### config.mk
export PLATFORM = sky130hd
export DESIGN_NAME = bsg_tag_serializer
export DESIGN_NICKNAME = d
export VERILOG_FILES = /design/src/rtl/bsg_tag_pkg.sv /design/src/rtl/bsg_tag_serializer_shift.sv /design/src/rtl/bsg_tag_serializer.sv
export SDC_FILE = /design/constraint.sdc
export NUM_CORES = 1
export LEC_CHECK = 0
export BUFFER_PORTS_ARGS = -buffer_cell sky130_fd_sc_hd__buf_4
export CAP_MARGIN = 10
export CORE_MARGIN = 2
export CORE_UTILIZATION = 52
export CTS_CLUSTER_SIZE = 24
export DETAILED_ROUTE_END_ITERATION = 8
export HOLD_SLACK_MARGIN = 0.06
export PLACE_DENSITY_LB_ADDON = 0.05
export RECOVER_POWER = 25
export SLEW_MARGIN = 5
export SYNTH_ARGS = -nofsm -noshare
export SYNTH_HDL_FRONTEND = slang
export SYNTH_HIERARCHICAL = 1
export SYNTH_SLANG_ARGS = --single-unit
### constraint.sdc
create_clock -name clk_i -period 1.8 [get_ports clk_i]
set_input_delay 0.09 -clock clk_i [delete_from_list [all_inputs] [get_ports clk_i]]
set_output_delay 0.09 -clock clk_i [all_outputs]
set_load 0.05 [all_outputs]
### src/rtl/bsg_tag_pkg.sv
// Shared types for the bsg_tag transmit path.
//   BSG_SAFE_CLOG2            : clog2 that never returns 0
//   declare_BSG_TAG_TX_REQ_S  : request struct sized by node-id and length widths
//   bsg_tag_tx_state_e        : serializer FSM states
//   bsg_tag_max               : elaboration-time max helper

`ifndef BSG_SAFE_CLOG2
`define BSG_SAFE_CLOG2(x) (((x) <= 1) ? 1 : $clog2(x))
`endif

`define declare_BSG_TAG_TX_REQ_S(lg_els, lg_width) \
  typedef struct packed { \
    logic                       reset_seq; \
    logic [(lg_els)-1:0]        node_id; \
    logic                       data_not_reset; \
    logic [(lg_width)-1:0]      len; \
    logic [(2**(lg_width))-2:0] payload; \
  } bsg_tag_tx_req_s

package bsg_tag_pkg;

  typedef enum logic [2:0] {
    e_tx_idle,
    e_tx_start,
    e_tx_len,
    e_tx_dnr,
    e_tx_node,
    e_tx_payload,
    e_tx_gap,
    e_tx_resetseq
  } bsg_tag_tx_state_e;

  function automatic int bsg_tag_max(input int a, input int b);
    return (a > b) ? a : b;
  endfunction

endpackage

### src/rtl/bsg_tag_serializer_shift.sv
// Loadable LSB-first shift register with a down-counter of remaining bits.
//   clk, reset_n : clock, async active-low reset
//   load         : capture load_data / load_count (wins over shift)
//   load_data    : vector to serialize, bit 0 goes out first
//   load_count   : number of bits that will be shifted out
//   shift        : advance one bit
//   serial       : current output bit (bit 0 of the register)
//   last         : the bit on serial is the final counted bit

module bsg_tag_serializer_shift
  import bsg_tag_pkg::*;
#(
  parameter int width_p     = 29,
  parameter int cnt_width_p = 5
) (
  input  logic                   clk,
  input  logic                   reset_n,
  input  logic                   load,
  input  logic [width_p-1:0]     load_data,
  input  logic [cnt_width_p-1:0] load_count,
  input  logic                   shift,
  output logic                   serial,
  output logic                   last
);

  logic [width_p-1:0]     data_r;
  logic [cnt_width_p-1:0] count_r;

  always_ff @(posedge clk or negedge reset_n) begin
    if (!reset_n) begin
      data_r  <= '0;
      count_r <= '0;
    end else if (load) begin
      data_r  <= load_data;
      count_r <= load_count;
    end else if (shift) begin
      data_r  <= {1'b0, data_r[width_p-1:1]};
      count_r <= count_r - cnt_width_p'(1);
    end
  end

  assign serial = data_r[0];
  assign last   = (count_r == cnt_width_p'(1));

endmodule

### src/rtl/bsg_tag_serializer.sv
// Transmit end of the bsg_tag serial protocol: one packet or master-reset
// run per handshake, shifted out one bit per clk_i.
//   clk_i, reset_n_i  : clock, async active-low reset
//   v_i / ready_and_o : request handshake (ready only in IDLE, registered)
//   reset_seq_i       : send master-reset run instead of a packet
//   node_id_i, data_not_reset_i, len_i, payload_i : packet fields
//   tag_data_o, tag_en_o : serial tag pins
//   busy_o            : FSM not in IDLE
//
// state     | meaning
// ----------+--------------------------------------------------
// IDLE      | en=0, ready; waits for a request
// START     | start bit (1)
// LEN       | lg_width_p length bits, LSB first
// DNR       | data_not_reset bit
// NODE      | lg_els_lp node-id bits, LSB first
// PAYLOAD   | len payload bits, LSB first (skipped when len=0)
// GAP       | gap_p zero bits with en=1 (skipped when gap_p=0)
// RESETSEQ  | reset_ones_p ones for the master reset

module bsg_tag_serializer
  import bsg_tag_pkg::*;
#(
  parameter  int els_p                = 136,
  parameter  int lg_width_p           = 4,
  parameter  int reset_ones_p         = 64,
  parameter  int gap_p                = 4,
  localparam int lg_els_lp            = `BSG_SAFE_CLOG2(els_p),
  localparam int max_payload_width_lp = (2**lg_width_p) - 1
) (
  input  logic                            clk_i,
  input  logic                            reset_n_i,
  input  logic                            v_i,
  output logic                            ready_and_o,
  input  logic                            reset_seq_i,
  input  logic [lg_els_lp-1:0]            node_id_i,
  input  logic                            data_not_reset_i,
  input  logic [lg_width_p-1:0]           len_i,
  input  logic [max_payload_width_lp-1:0] payload_i,
  output logic                            tag_data_o,
  output logic                            tag_en_o,
  output logic                            busy_o
);

  localparam int vec_width_lp = max_payload_width_lp + lg_els_lp + lg_width_p + 2;
  localparam int sh_cnt_w_lp  = `BSG_SAFE_CLOG2(vec_width_lp + 1);
  localparam int timer_max_lp = bsg_tag_max(bsg_tag_max(reset_ones_p, gap_p),
                                            bsg_tag_max(lg_els_lp, lg_width_p));
  localparam int timer_w_lp   = `BSG_SAFE_CLOG2(timer_max_lp + 1);

  // Where the body of a packet or reset run goes next, and the gap timer load.
  localparam bsg_tag_tx_state_e after_body_lp = (gap_p == 0) ? e_tx_idle : e_tx_gap;
  localparam logic [timer_w_lp-1:0] gap_load_lp = timer_w_lp'((gap_p == 0) ? 0 : gap_p - 1);

  `declare_BSG_TAG_TX_REQ_S(lg_els_lp, lg_width_p);

  bsg_tag_tx_req_s req;
  assign req = '{reset_seq:      reset_seq_i,
                 node_id:        node_id_i,
                 data_not_reset: data_not_reset_i,
                 len:            len_i,
                 payload:        payload_i};

  bsg_tag_tx_state_e       state_r, state_n;
  logic [timer_w_lp-1:0]   timer_r, timer_n;
  logic                    ready_r;
  logic                    sh_load, sh_shift, sh_serial, sh_last;
  logic [vec_width_lp-1:0] sh_vec;
  logic [sh_cnt_w_lp-1:0]  sh_count;

  // Whole packet goes through one shifter; its count covers start..payload,
  // so PAYLOAD ends (or is skipped) exactly when the shifter reports last.
  assign sh_vec   = {req.payload, req.node_id, req.data_not_reset, req.len, 1'b1};
  assign sh_count = sh_cnt_w_lp'(2 + lg_width_p + lg_els_lp) + sh_cnt_w_lp'(req.len);

  bsg_tag_serializer_shift #(
    .width_p     (vec_width_lp),
    .cnt_width_p (sh_cnt_w_lp)
  ) shifter (
    .clk        (clk_i),
    .reset_n    (reset_n_i),
    .load       (sh_load),
    .load_data  (sh_vec),
    .load_count (sh_count),
    .shift      (sh_shift),
    .serial     (sh_serial),
    .last       (sh_last)
  );

  always_ff @(posedge clk_i or negedge reset_n_i) begin
    if (!reset_n_i) begin
      state_r <= e_tx_idle;
      timer_r <= '0;
      ready_r <= 1'b0;
    end else begin
      state_r <= state_n;
      timer_r <= timer_n;
      ready_r <= (state_n == e_tx_idle);
    end
  end

  always_comb begin
    state_n  = state_r;
    timer_n  = timer_r;
    sh_load  = 1'b0;
    sh_shift = 1'b0;
    case (state_r)
      e_tx_idle: begin
        if (v_i && ready_r) begin
          if (req.reset_seq) begin
            state_n = e_tx_resetseq;
            timer_n = timer_w_lp'(reset_ones_p - 1);
          end else begin
            state_n = e_tx_start;
            sh_load = 1'b1;
          end
        end
      end
      e_tx_start: begin
        sh_shift = 1'b1;
        state_n  = e_tx_len;
        timer_n  = timer_w_lp'(lg_width_p - 1);
      end
      e_tx_len: begin
        sh_shift = 1'b1;
        if (timer_r == '0) state_n = e_tx_dnr;
        else               timer_n = timer_r - timer_w_lp'(1);
      end
      e_tx_dnr: begin
        sh_shift = 1'b1;
        state_n  = e_tx_node;
        timer_n  = timer_w_lp'(lg_els_lp - 1);
      end
      e_tx_node: begin
        sh_shift = 1'b1;
        if (timer_r != '0) begin
          timer_n = timer_r - timer_w_lp'(1);
        end else if (sh_last) begin
          state_n = after_body_lp;
          timer_n = gap_load_lp;
        end else begin
          state_n = e_tx_payload;
        end
      end
      e_tx_payload: begin
        sh_shift = 1'b1;
        if (sh_last) begin
          state_n = after_body_lp;
          timer_n = gap_load_lp;
        end
      end
      e_tx_resetseq: begin
        if (timer_r == '0) begin
          state_n = after_body_lp;
          timer_n = gap_load_lp;
        end else begin
          timer_n = timer_r - timer_w_lp'(1);
        end
      end
      e_tx_gap: begin
        if (timer_r == '0) state_n = e_tx_idle;
        else               timer_n = timer_r - timer_w_lp'(1);
      end
      default: state_n = e_tx_idle;
    endcase
  end

  always_comb begin
    case (state_r)
      e_tx_start, e_tx_len, e_tx_dnr, e_tx_node, e_tx_payload: tag_data_o = sh_serial;
      e_tx_resetseq: tag_data_o = 1'b1;
      default:       tag_data_o = 1'b0;
    endcase
  end

  assign tag_en_o    = (state_r != e_tx_idle);
  assign busy_o      = (state_r != e_tx_idle);
  assign ready_and_o = ready_r;

`ifndef SYNTHESIS
  logic v_wait_r;
  always_ff @(posedge clk_i or negedge reset_n_i) begin
    if (!reset_n_i) begin
      v_wait_r <= 1'b0;
    end else begin
      v_wait_r <= v_i & ~ready_and_o;
      assert (reset_ones_p > vec_width_lp)
        else $error("bsg_tag_serializer: reset_ones_p must exceed the longest packet");
      assert (!(v_wait_r && !v_i))
        else $error("bsg_tag_serializer: v_i dropped before ready_and_o");
    end
  end
`endif

endmodule
==> impl_summary.log, run 1 <==
INFO  metric run_status = complete, no violations
INFO  metric num_antenna_cells = 0
INFO  metric design.portCount = 36
INFO  metric finalSetupViolCount = 0
INFO  metric pre_cts_slack = -0.04369 ns
INFO  metric drt-wirelength-per-cell = 13.59 um
INFO  metric clk_latency = 0.30 ns
INFO  metric yosysTopAreaCellShare = 0.4390
INFO  metric globalRouteTotalUtil = 0.2228
INFO  metric worst_slack = around 0.042 ns
INFO  metric antenna_violating_nets_post_route = 0
INFO  metric timing.critical_path.arrival = 1.95 ns
INFO  metric power.combinational.fraction = 0.513
INFO  metric post_synth_inst_count = ~270
INFO  metric grt.overflow.total = 0
INFO  metric place.detailed.hpwl = 3.672 mm
INFO  metric synth.yosys.seq_area_share = 0.4390
INFO  metric synth_warnings = 6
INFO  metric synth_top_family_by_area = simple AND/OR/NAND/NOR gates
INFO  metric slew_headroom = 0.2675
INFO  metric rsz0062_at_grt = true
INFO  metric filler_cell_count = 356
INFO  metric proportion_of_synthesized_area_in_mux_cells = 0.1176
INFO  metric yosys.area_share.adder = 0.02439
INFO  metric floorplan.die.height = 74.23 um
INFO  metric synth_common_cells = nand2_1, dfrtp_1, o21ai_0, mux2i_1, nor2_1
INFO  metric grt_antenna_before_repair = 0
INFO  metric cts.sink_count = 45
INFO  metric hold_violations = 0
INFO  metric crit_path_max_fanout = 2
INFO  metric final.setup.tns = 0 ns
INFO  metric xor_and_xnor_fraction_of_the_mapped_netlist_area = 0.02049
INFO  metric reg_area = 1126 sq um
INFO  metric areaGrowthSynthToFinish = 37.32%
INFO  metric critical_path.endpoint_type = flop
INFO  metric cts-buffers-inserted = 5
INFO  metric overall_power_consumption = 4.672 mW
INFO  metric power_density = 1327 nW/um^2
INFO  metric p_int = 2.843 mW
INFO  metric fp.dieArea = 5510 sq um
INFO  metric start_util = 0.5395
INFO  metric timing.hold.ws = slightly above 0.2 ns
INFO  metric syn-num-nets = roughly 310
INFO  metric floorplan.core_area = around 4800 sq um
INFO  metric placementRows = 25
INFO  metric clk_root_buffer_cell = clkbuf_8
INFO  metric stdcell_area = 3522 sq um
INFO  metric timing.setup.critical_path_class = flop to flop
INFO  metric synth.avg_cell_area = 9.571 sq um
INFO  metric worstSetupStartpointType = flop
INFO  metric layout_min_cycle_time = 1.758 ns
INFO  metric multiInputGateArea = around 1400 sq um
INFO  metric ir_worst_vdd = 0.6664 mV
INFO  metric grt_pass1_wl = between 9 and 10 mm
INFO  metric total_of_buffers_placed_on_input_and_output_ports = 35
INFO  metric ys_ff_latch = between 40 and 50
INFO  metric clk_pin_slew = 0.08 ns
INFO  metric drc_errors = 0
INFO  metric post_synth_simple_gate_area = 0.1932
INFO  metric period_share = 0.9766
INFO  metric vias_per_cell = ~5.2
INFO  metric grt_pass1_vias = 2155
INFO  metric ys_async_sr_fraction = 1.000
INFO  metric clock_network_power_share = 0.138
INFO  metric power_frac_seq = 0.348
INFO  metric gp_routability_congestion = between 0.8 and 0.9
INFO  metric routed_wl = about 5.7 mm
INFO  metric chipWidth = 74.23 um
INFO  metric ys_types = 51
INFO  metric placedCellCount = about 370
INFO  metric firstDrtPassIters = 4
INFO  metric htree_num_levels = 2
INFO  metric fin_nets = 389
INFO  metric cts_tree = built
INFO  metric grt_start_max_net_pins = 46
INFO  metric syn-cell-area = 2565 sq um
INFO  metric post-synth-top-count-cell = nand2_1
INFO  metric synth_edf_count = 0
INFO  metric synth_top_area_cell = dfrtp_1
INFO  metric post-route-util = 0.7408
INFO  metric timing.fmax = 568.9 MHz
INFO  metric switching_power_of_the_nets = 1.830 mW
INFO  metric finClkSkew = 0.005274 ns
INFO  metric max-clock-path-buffers = 2
INFO  metric finalMaxSlewViolations = 0
INFO  metric dominantRegCellSynth = dfrtp_1
INFO  metric dpl_cell_area = 2992 sq um
INFO  metric detailedRoute.firstIterationViolations = roughly 120
INFO  metric synth_compound_gate_area_share = 0.1400
INFO  metric netlist_top_cells_area = dfrtp_1, mux2i_1, nand2_1
INFO  metric holdCritPathClass = input port to flop
INFO  metric static_leakage = 1.719 nW
INFO  metric drv_cap = 0
INFO  metric required = 1.99 ns
INFO  metric drive_above_1_share = 0.2841
INFO  metric netSwitchingFraction = 0.3916
INFO  metric finalNonFillerCells = roughly 420
INFO  metric dr_total_vias = 2189
INFO  metric slew_at_the_pin_with_the_worst_max_slew_slack = about 1.1 ns
==> kinds of logic (layout without fill, tap and decap cells) <==
kind of cell | after synthesis | after routing
AO/OA/AOI/OAI | 59 | 59
XOR/XNOR | 6 | 6
adder cells (fa/ha/maj) | 5 | 5
buffers and inverters | 28 | 112
flip-flops | 45 | 45
multiplexers | 30 | 30
other | 1 | 1
AND/OR/NAND/NOR | 94 | 94
==> layout by cell type, fill, tap and decap left out, types with 5 or more instances in the layout <==
master	Yosys	final
ha_1	5	5
buf_4	1	62
dlygate4sd3_1	0	29
dfrtp_1	45	45
nor3_1	6	5
mux2i_1	29	29
nor2_1	12	11
inv_1	10	8
o21ai_0	35	35
nor4_1	5	5
nand2_1	48	46
clkbuf_8	0	6
==> critical path, cell delays in order, from the launching register on <==
cell,delay [ns]
dfrtp_1,0.38
inv_1,0.08
ha_1,0.16
nor4b_4,0.24
nor2b_2,0.11
nor2_4,0.13
o311ai_4,0.09
a21o_1,0.17
a211o_1,0.29
==> what timing repair did <==
item                                    in CTS  in global routing
pin swaps                                    2                  5
endpoints found under the setup margin       3                 35
gates resized for setup                      3                 15
buffers inserted                             3                  7
hold buffers                                29                  0
endpoints found under the hold margin       74                  0
==> flip-flops by register name, indices dropped and copies added (netlist names) <==
signal,count
state_r,3
shifter/count_r,5
ready_and_o,1
shifter/data_r,29
timer_r,7
==> final timing paths <==
path	start	end	slack (ns)	cells after the start
min reg2reg	timer_r[0]	timer_r[0]	0.55	2
max reg2reg	shifter/count_r[1]	timer_r[4]	0.04	8
min	v_i	state_r[0]	0.21	3
max	shifter/count_r[1]	timer_r[4]	0.04	8
max in group asynchronous	reset_n_i	shifter/data_r[16]	0.59	2
min in group asynchronous	reset_n_i	timer_r[6]	0.52	2
==> routing by layer <==
layer,up-vias,share of wire,GRT usage
li1,1098,-,-
met1,1039,0.43,0.2781
met2,44,0.52,0.3869
met3,8,0.034,0.04607
met4,0,0.015,0.07341
met5,-,0,0
==> power by group through the flow <==
stage | clock [mW] | combinational (mW) | sequential, mW
floorplan | 0 | 1.58 | 1.63
global placement | 0 | 2.07 | 1.62
detailed placement | 0 | 2.11 | 1.63
CTS | 0.670 | 2.21 | 1.63
global route | 0.713 | 2.63 | 1.68
finish | 0.646 | 2.40 | 1.63
==> layout make-up <==
type                       count  area share
clock buffer                   6     0.02345
clock inverter                 1    0.002131
inverter                      10     0.01172
multi-input combinational    195      0.3901
sequential                    45      0.3197
tap                           67     0.02380
timing repair buffer          95      0.2291
Power figures use the tool's default switching activity.
==> inputs of run 2 (changes only) <==
--- a/config.mk
+++ b/config.mk
@@ -7,8 +7,8 @@
 export LEC_CHECK = 0
 export BUFFER_PORTS_ARGS = -buffer_cell sky130_fd_sc_hd__buf_4
 export CAP_MARGIN = 10
-export CORE_MARGIN = 2
-export CORE_UTILIZATION = 52
+export CORE_MARGIN = 4
+export CORE_UTILIZATION = 57
 export CTS_CLUSTER_SIZE = 24
 export DETAILED_ROUTE_END_ITERATION = 8
 export HOLD_SLACK_MARGIN = 0.06
==> constraint.sdc (replaced) <==
create_clock -name clk_i -period 2 [get_ports clk_i]
set_input_delay 0.1 -clock clk_i [delete_from_list [all_inputs] [get_ports clk_i]]
set_output_delay 0.1 -clock clk_i [all_outputs]
set_load 0.05 [all_outputs]
==> impl_summary.log, run 2 (synthesis gave the netlist of run 1 again) <==
INFO  metric clock_network_power_share = 0.160 (was 0.138)
INFO  metric groute.layer.met1.usage = 0.2668 (was 0.2781)
INFO  metric timing.hold.ws = 0.1892 ns (was 0.2074 ns)
INFO  metric antenna_violating_nets_post_route = 0 (unchanged)
INFO  metric run_status = complete, no violations (unchanged)
INFO  metric critPathMostFrequentCell = buf_4
INFO  metric worst-path-buf-inv = 2 (was 1)
INFO  metric grt.met2_usage = 0.3404 (was 0.3869)
INFO  metric total_of_buffers_placed_on_input_and_output_ports = 35 (unchanged)
INFO  metric gr-usage-met3 = 0.04539 (was 0.04607)
INFO  metric clk_root_buffer_cell = clkbuf_8 (unchanged)
INFO  metric timing.fmax = around 550 MHz
INFO  metric hold_violations = 0 (unchanged)
INFO  metric max_flop_register = shifter/data_r (unchanged)
INFO  metric drive_above_1_share = 0.2186 (was 0.2841)
INFO  metric stdcell_area = 3306 sq um (was 3522 sq um)
INFO  metric gp_routability_congestion = 0.9882 (was 0.8725)
INFO  metric globalRouteTotalUtil = 0.2056 (was 0.2228)
INFO  metric crit_path_max_fanout = 18 (was 2)
INFO  metric drv_cap = 0 (unchanged)
INFO  metric clk_latency = 0.30 ns (about the same)
INFO  metric cpPeakStageDelay = 0.40 ns (was 0.38 ns)
INFO  metric dr_total_vias = 2092 (was 2189)
INFO  metric timing.setup.critical_path_class = flop to output pin (was flop to flop)
INFO  metric mostFrequentLayoutCells = nand2_1, buf_4, dfrtp_1 (was buf_4, nand2_1, dfrtp_1)
INFO  metric p_int = 2.413 mW (was 2.843 mW)
INFO  metric worstSetupStartpointType = flop (unchanged)
INFO  metric final.setup.tns = 0 ns (unchanged)
INFO  metric drc_errors = 0 (unchanged)
INFO  metric htree_num_levels = 2 (unchanged)
INFO  metric finalNonFillerCells = 386 (was 419)
INFO  metric required = 1.90 ns (was 1.99 ns)
INFO  metric switching_power_of_the_nets = 1.539 mW (was 1.830 mW)
INFO  metric hold_path_depth = 3 (unchanged)
INFO  metric grt_busiest_layer = met2 (unchanged)
INFO  metric grt.overflow.total = 0 (unchanged)
INFO  metric start_util = 0.5891 (was 0.5395)
INFO  metric grt_pass1_vias = 2003 (was 2155)
INFO  metric layout.cells.most_common = nand2_1 (was buf_4)
INFO  metric vias_per_cell = 5.420 (was 5.224)
INFO  metric static_leakage = 1.614 nW (was 1.719 nW)
INFO  metric fp.dieArea = 5637 sq um (was 5510 sq um)
INFO  metric power_density = 1196 nW/um^2 (was 1327 nW/um^2)
INFO  metric power.combinational.fraction = 0.463 (was 0.513)
INFO  metric finalSetupViolCount = 0 (unchanged)
INFO  metric floorplan.core_area = 4354 sq um (was 4755 sq um)
INFO  metric max-clock-path-buffers = 2 (unchanged)
INFO  metric cts-buffers-inserted = 5 (unchanged)
INFO  metric grt_pass1_wl = 8.901 mm (was 9.542 mm)
INFO  metric fin_nets = 370 (was 389)
INFO  metric timing.reg2reg.worst_path_depth = 7 (was 8)
INFO  metric critical_path.endpoint_type = output pin (was flop)
INFO  metric dpl_cell_area = 2895 sq um (was 2992 sq um)
INFO  metric floorplan.die.height = 75.08 um (was 74.23 um)
INFO  metric cts.sink_count = 45 (unchanged)
INFO  metric timing.critical_path.depth = 5 (was 8)
INFO  metric design.portCount = 36 (unchanged)
INFO  metric drt-wirelength-per-cell = 13.53 um (was 13.59 um)
INFO  metric slew_at_the_pin_with_the_worst_max_slew_slack = 1.047 ns (was 1.099 ns)
INFO  metric largest_register_ff_count = 29 (unchanged)
INFO  metric grt_antenna_before_repair = 0 (unchanged)
INFO  metric cts_tree = built (unchanged)
INFO  metric firstDrtPassIters = 4 (unchanged)
INFO  metric biggestRegsByFlops = shifter/data_r (29), timer_r (7), shifter/count_r (5) (unchanged)
INFO  metric power_frac_seq = 0.376 (was 0.348)
INFO  metric num_antenna_cells = 0 (unchanged)
INFO  metric holdCritPathClass = input port to flop (unchanged)
INFO  metric routed_wl = 5.222 mm (was 5.693 mm)
INFO  metric finClkSkew = 0.007658 ns (was 0.005274 ns)
INFO  metric place.detailed.hpwl = 3.580 mm (was 3.672 mm)
INFO  metric rsz0062_at_grt = false (was true)
INFO  metric netSwitchingFraction = 0.3895 (was 0.3916)
INFO  metric grt_start_max_net_pins = 46 (unchanged)
INFO  metric ir_worst_vdd = 0.6172 mV (was 0.6664 mV)
INFO  metric placedCellCount = 349 (was 373)
INFO  metric slew_headroom = 0.3019 (was 0.2675)
INFO  metric clk_pin_slew = 0.09 ns (was 0.08 ns)
INFO  metric areaGrowthSynthToFinish = 28.88% (was 37.32%)
INFO  metric crit_family = buffers and inverters (was compound AO/OA/AOI/OAI gates)
INFO  metric timing.critical_path.slowest_stage_cell = dfrtp_1 (unchanged)
INFO  metric post-cts-setup-buffer-count = 0 (was 3)
INFO  metric crit_path_cell_trace = buf_4, or2b_2, a21oi_1, nor2_1, buf_4 (was inv_1, ha_1, nor4b_4, nor2b_2, nor2_4, o311ai_4, a21o_1, a211o_1)
INFO  metric placementRows = 24 (was 25)
INFO  metric finalMaxSlewViolations = 0 (unchanged)
INFO  metric post-route-util = 0.7592 (was 0.7408)
INFO  metric timing.critical_path.arrival = 1.72 ns (was 1.95 ns)
INFO  metric period_share = 0.9088
INFO  metric chipWidth = 75.08 um (was 74.23 um)
INFO  metric detailedRoute.firstIterationViolations = 170 (was 123)
INFO  metric layout_min_cycle_time = 1.818 ns
-- run 2: final cells by class --
cell class              count  area [sq um]
repair buffers             76         653.1
well taps                  52         65.06
multi-input cells         195          1315
clock inverters             1         8.758
fillers                   317          1049
inverters                  10         41.29
clock buffers               7         96.34
flip-flops and latches     45          1126
-- run 2: through the flow --
step / worst slack [ns] / power, mW
2_1_floorplan: 0.004469 / 2.864
3_3_place_gp: 0.1650 / 3.211
3_5_place_dp: 0.09215 / 3.262
4_1_cts: 0.06964 / 3.944
6_report: 0.1825 / 3.952
5_1_grt: 0.02592 / 4.249
-- run 2: what timing repair did --
| action | CTS | global route |
|---|---|---|
| setup endpoints to repair | 0 | 6 |
| hold endpoints to repair | 74 | 0 |
| hold buffers | 29 | 0 |
| resized for setup | 0 | 3 |
-- run 2: power by group through the flow --
stage	Clock (mW)	Combinational, mW	Sequential (mW)
floorplan	0	1.41	1.46
global placement	0	1.73	1.48
detailed placement	0	1.77	1.49
CTS	0.648	1.82	1.48
global route	0.682	2.04	1.53
finish	0.634	1.83	1.49
-- run 2: worst reg2reg max path: cells and delay by family (launching register included) --
kind	cells	cell delay, ns
simple gates	2	0.41
fa+ha+maj	1	0.15
buf+inv	2	0.28
compound gates	2	0.42
flops	1	0.41
-- run 2: routing by layer --
metal  routed length (um)  vias up
li1                     -     1070
met1                 2293      972
met2                 2651       42
met3                  201        8
met4                   76        0
met5                    0        -
-- run 2: final timing paths --
check	slack (ns)	endpoint	startpoint
setup / recovery	0.18	tag_data_o	state_r[1]
hold / removal	0.19	shifter/count_r[3]	reset_seq_i
setup reg to reg	0.20	timer_r[1]	timer_r[0]
hold reg to reg	0.50	timer_r[0]	timer_r[0]
max in group asynchronous	0.85	shifter/data_r[11]	reset_n_i
min in group asynchronous	0.51	state_r[0]	reset_n_i
==> inputs of run 3 (changes only) <==
--- a/config.mk
+++ b/config.mk
@@ -5,7 +5,7 @@
 export SDC_FILE = /design/constraint.sdc
 export NUM_CORES = 1
 export LEC_CHECK = 0
-export BUFFER_PORTS_ARGS = -buffer_cell sky130_fd_sc_hd__buf_4
+export BUFFER_PORTS_ARGS = -buffer_cell sky130_fd_sc_hd__buf_2
 export CAP_MARGIN = 10
 export CORE_MARGIN = 4
 export CORE_UTILIZATION = 57
==> impl_summary.log, run 3 (synthesis gave the netlist of run 1 again) <==
INFO  metric run_status = complete, no violations (unchanged)
INFO  metric start_util = 0.5891 (unchanged)
INFO  metric max_flop_register = shifter/data_r (unchanged)
INFO  metric required = 2.17 ns (was 1.90 ns)
INFO  metric grt.overflow.total = 0 (unchanged)
INFO  metric place.detailed.hpwl = 3.585 mm (was 3.580 mm)
INFO  metric routed_wl = 5.313 mm (was 5.222 mm)
INFO  metric grt_pass1_vias = 2065 (was 2003)
INFO  metric power_density = 1188 nW/um^2 (was 1196 nW/um^2)
INFO  metric layout_min_cycle_time = 1.860 ns (was 1.818 ns)
INFO  metric fp.dieArea = 5637 sq um (unchanged)
INFO  metric design.portCount = 36 (unchanged)
INFO  metric final.setup.tns = 0 ns (unchanged)
INFO  metric placementRows = 24 (unchanged)
INFO  metric overall_power_consumption = 3.845 mW (was 3.952 mW)
INFO  metric drv_cap = 0 (unchanged)
INFO  metric finClkSkew = 0.007651 ns (was 0.007658 ns)
INFO  metric reg2reg_to = timer_r[1] (unchanged)
INFO  metric holdCritPathClass = input port to flop (unchanged)
INFO  metric grt_pass1_wl = 9.128 mm (was 8.901 mm)
INFO  metric biggestRegsByFlops = shifter/data_r (29), timer_r (7), shifter/count_r (5) (unchanged)
INFO  metric timing.hold.ws = 0.2203 ns (was 0.1892 ns)
INFO  metric cts-buffers-inserted = 5 (unchanged)
INFO  metric clk_root_buffer_cell = clkbuf_8 (unchanged)
INFO  metric worstSetupStartpointType = flop (unchanged)
INFO  metric num_antenna_cells = 0 (unchanged)
INFO  metric cp-endpoint = timer_r[1] (was tag_data_o)
INFO  metric timing.fmax = 537.7 MHz (was 550.2 MHz)
INFO  metric firstDrtPassIters = 4 (unchanged)
INFO  metric floorplan.die.height = 75.08 um (unchanged)
INFO  metric areaGrowthSynthToFinish = 26.15% (was 28.88%)
INFO  metric slew_at_the_pin_with_the_worst_max_slew_slack = 1.247 ns (was 1.047 ns)
INFO  metric static_leakage = 1.593 nW (was 1.614 nW)
INFO  metric ff2ff_setup_slack = 0.14 ns (was 0.20 ns)
INFO  metric post-route-util = 0.7431 (was 0.7592)
INFO  metric rsz0062_at_grt = false (unchanged)
INFO  metric clk_pin_slew = 0.09 ns (about the same)
INFO  metric gp_routability_congestion = 0.9480 (was 0.9882)
INFO  metric drc_errors = 0 (unchanged)
INFO  metric worst_slack = 0.1401 ns (was 0.1825 ns)
INFO  metric drt-wirelength-per-cell = 13.62 um (was 13.53 um)
INFO  metric setup.worst_path.start = timer_r[0] (was state_r[1])
INFO  metric finalMaxSlewViolations = 0 (unchanged)
INFO  metric timing.reg2reg.worst_path_depth = 7 (unchanged)
INFO  metric cts_tree = built (unchanged)
INFO  metric grt_antenna_before_repair = 0 (unchanged)
INFO  metric stdcell_area = 3236 sq um (was 3306 sq um)
INFO  metric max-clock-path-buffers = 2 (unchanged)
INFO  metric vias_per_cell = 5.451 (was 5.420)
INFO  metric timing.critical_path.arrival = 2.03 ns (was 1.72 ns)
INFO  metric detailedRoute.firstIterationViolations = 207 (was 170)
INFO  metric timing.setup.critical_path_class = flop to flop (was flop to output pin)
INFO  metric ir_worst_vdd = 0.6502 mV (was 0.6172 mV)
INFO  metric slew_headroom = 0.1686 (was 0.3019)
INFO  metric floorplan.core_area = 4354 sq um (unchanged)
INFO  metric finalNonFillerCells = 390 (was 386)
INFO  metric cts.sink_count = 45 (unchanged)
INFO  metric mostFrequentLayoutCells = nand2_1, dfrtp_1, o21ai_0 (was nand2_1, buf_4, dfrtp_1)
INFO  metric hold_violations = 0 (unchanged)
INFO  metric grt_start_max_net_pins = 36 (was 46)
INFO  metric total_of_buffers_placed_on_input_and_output_ports = 35 (unchanged)
INFO  metric largest_register_ff_count = 29 (unchanged)
INFO  metric drive_above_1_share = 0.2219 (was 0.2186)
INFO  metric antenna_violating_nets_post_route = 0 (unchanged)
INFO  metric dr_total_vias = 2126 (was 2092)
INFO  metric critical_path.endpoint_type = flop (was output pin)
INFO  metric placedCellCount = 353 (was 349)
INFO  metric pre_cts_slack = 0.1051 ns (was 0.09215 ns)
INFO  metric finalSetupViolCount = 0 (unchanged)
INFO  metric clk_latency = 0.30 ns (about the same)
INFO  metric htree_num_levels = 2 (unchanged)
INFO  metric dpl_cell_area = 2850 sq um (was 2895 sq um)
INFO  metric globalRouteTotalUtil = 0.2118 (was 0.2056)
INFO  metric period_share = 0.9299 (was 0.9088)
INFO  metric fin_nets = 374 (was 370)
INFO  metric regToRegStartpoint = timer_r[0] (unchanged)
INFO  metric chipWidth = 75.08 um (unchanged)
INFO  metric layout.cells.most_common = nand2_1 (unchanged)
INFO  metric crit_path_max_fanout = 4 (was 18)
## run 3: how the worst min path moves through the flow
stage | slack [ns] | startpoint | cells after the start | to
2_1_floorplan | -0.20 | reset_n_i | 0 | ready_and_o
3_3_place_gp | 0.10 | reset_n_i | 1 | timer_r[5]
3_5_place_dp | 0.11 | reset_n_i | 1 | timer_r[5]
4_1_cts | 0.20 | v_i | 3 | state_r[0]
5_1_grt | 0.23 | v_i | 3 | state_r[0]
6_report | 0.22 | v_i | 3 | state_r[0]
## run 3: timing repair
item,in CTS,in global routing
endpoints found under the setup margin,0,1
setup buffers,0,0
resized for setup,0,1
hold buffers,29,0
hold endpoints to repair,50,0
## run 3: area by class of cell
type	count	area, sq um
Clock buffer	5	68.82
Clock inverter	3	21.27
Fill cell	342	1119
Inverter	10	41.29
Multi-Input combinational cell	195	1304
Sequential cell	45	1126
Tap cell	52	65.06
Timing Repair Buffer	80	609.3
## run 3: layer usage
metal | track usage | up-vias | routed length [um] | share of wire
met4 | 0.06719 | 0 | 71 | 0.013
met5 | 0 | - | 0 | 0
met3 | 0.04406 | 7 | 266 | 0.050
met1 | 0.2668 | 986 | 2251 | 0.42
met2 | 0.3636 | 65 | 2724 | 0.51
li1 | - | 1068 | - | -
## run 3: critical path, cell delays in order, from the launching register on
cell	delay [ns]
dfrtp_1	0.41
inv_1	0.09
ha_1	0.14
nor4b_2	0.30
nand2_1	0.21
o311ai_2	0.33
buf_4	0.18
a22oi_1	0.08
## run 3: power breakdown
| group | leakage (nW) | switching, mW | internal, mW |
|---|---|---|---|
| Combinational | 0.959 | 0.951 | 0.844 |
| Sequential | 0.589 | 0.251 | 1.23 |
| Clock | 0.0445 | 0.321 | 0.248 |
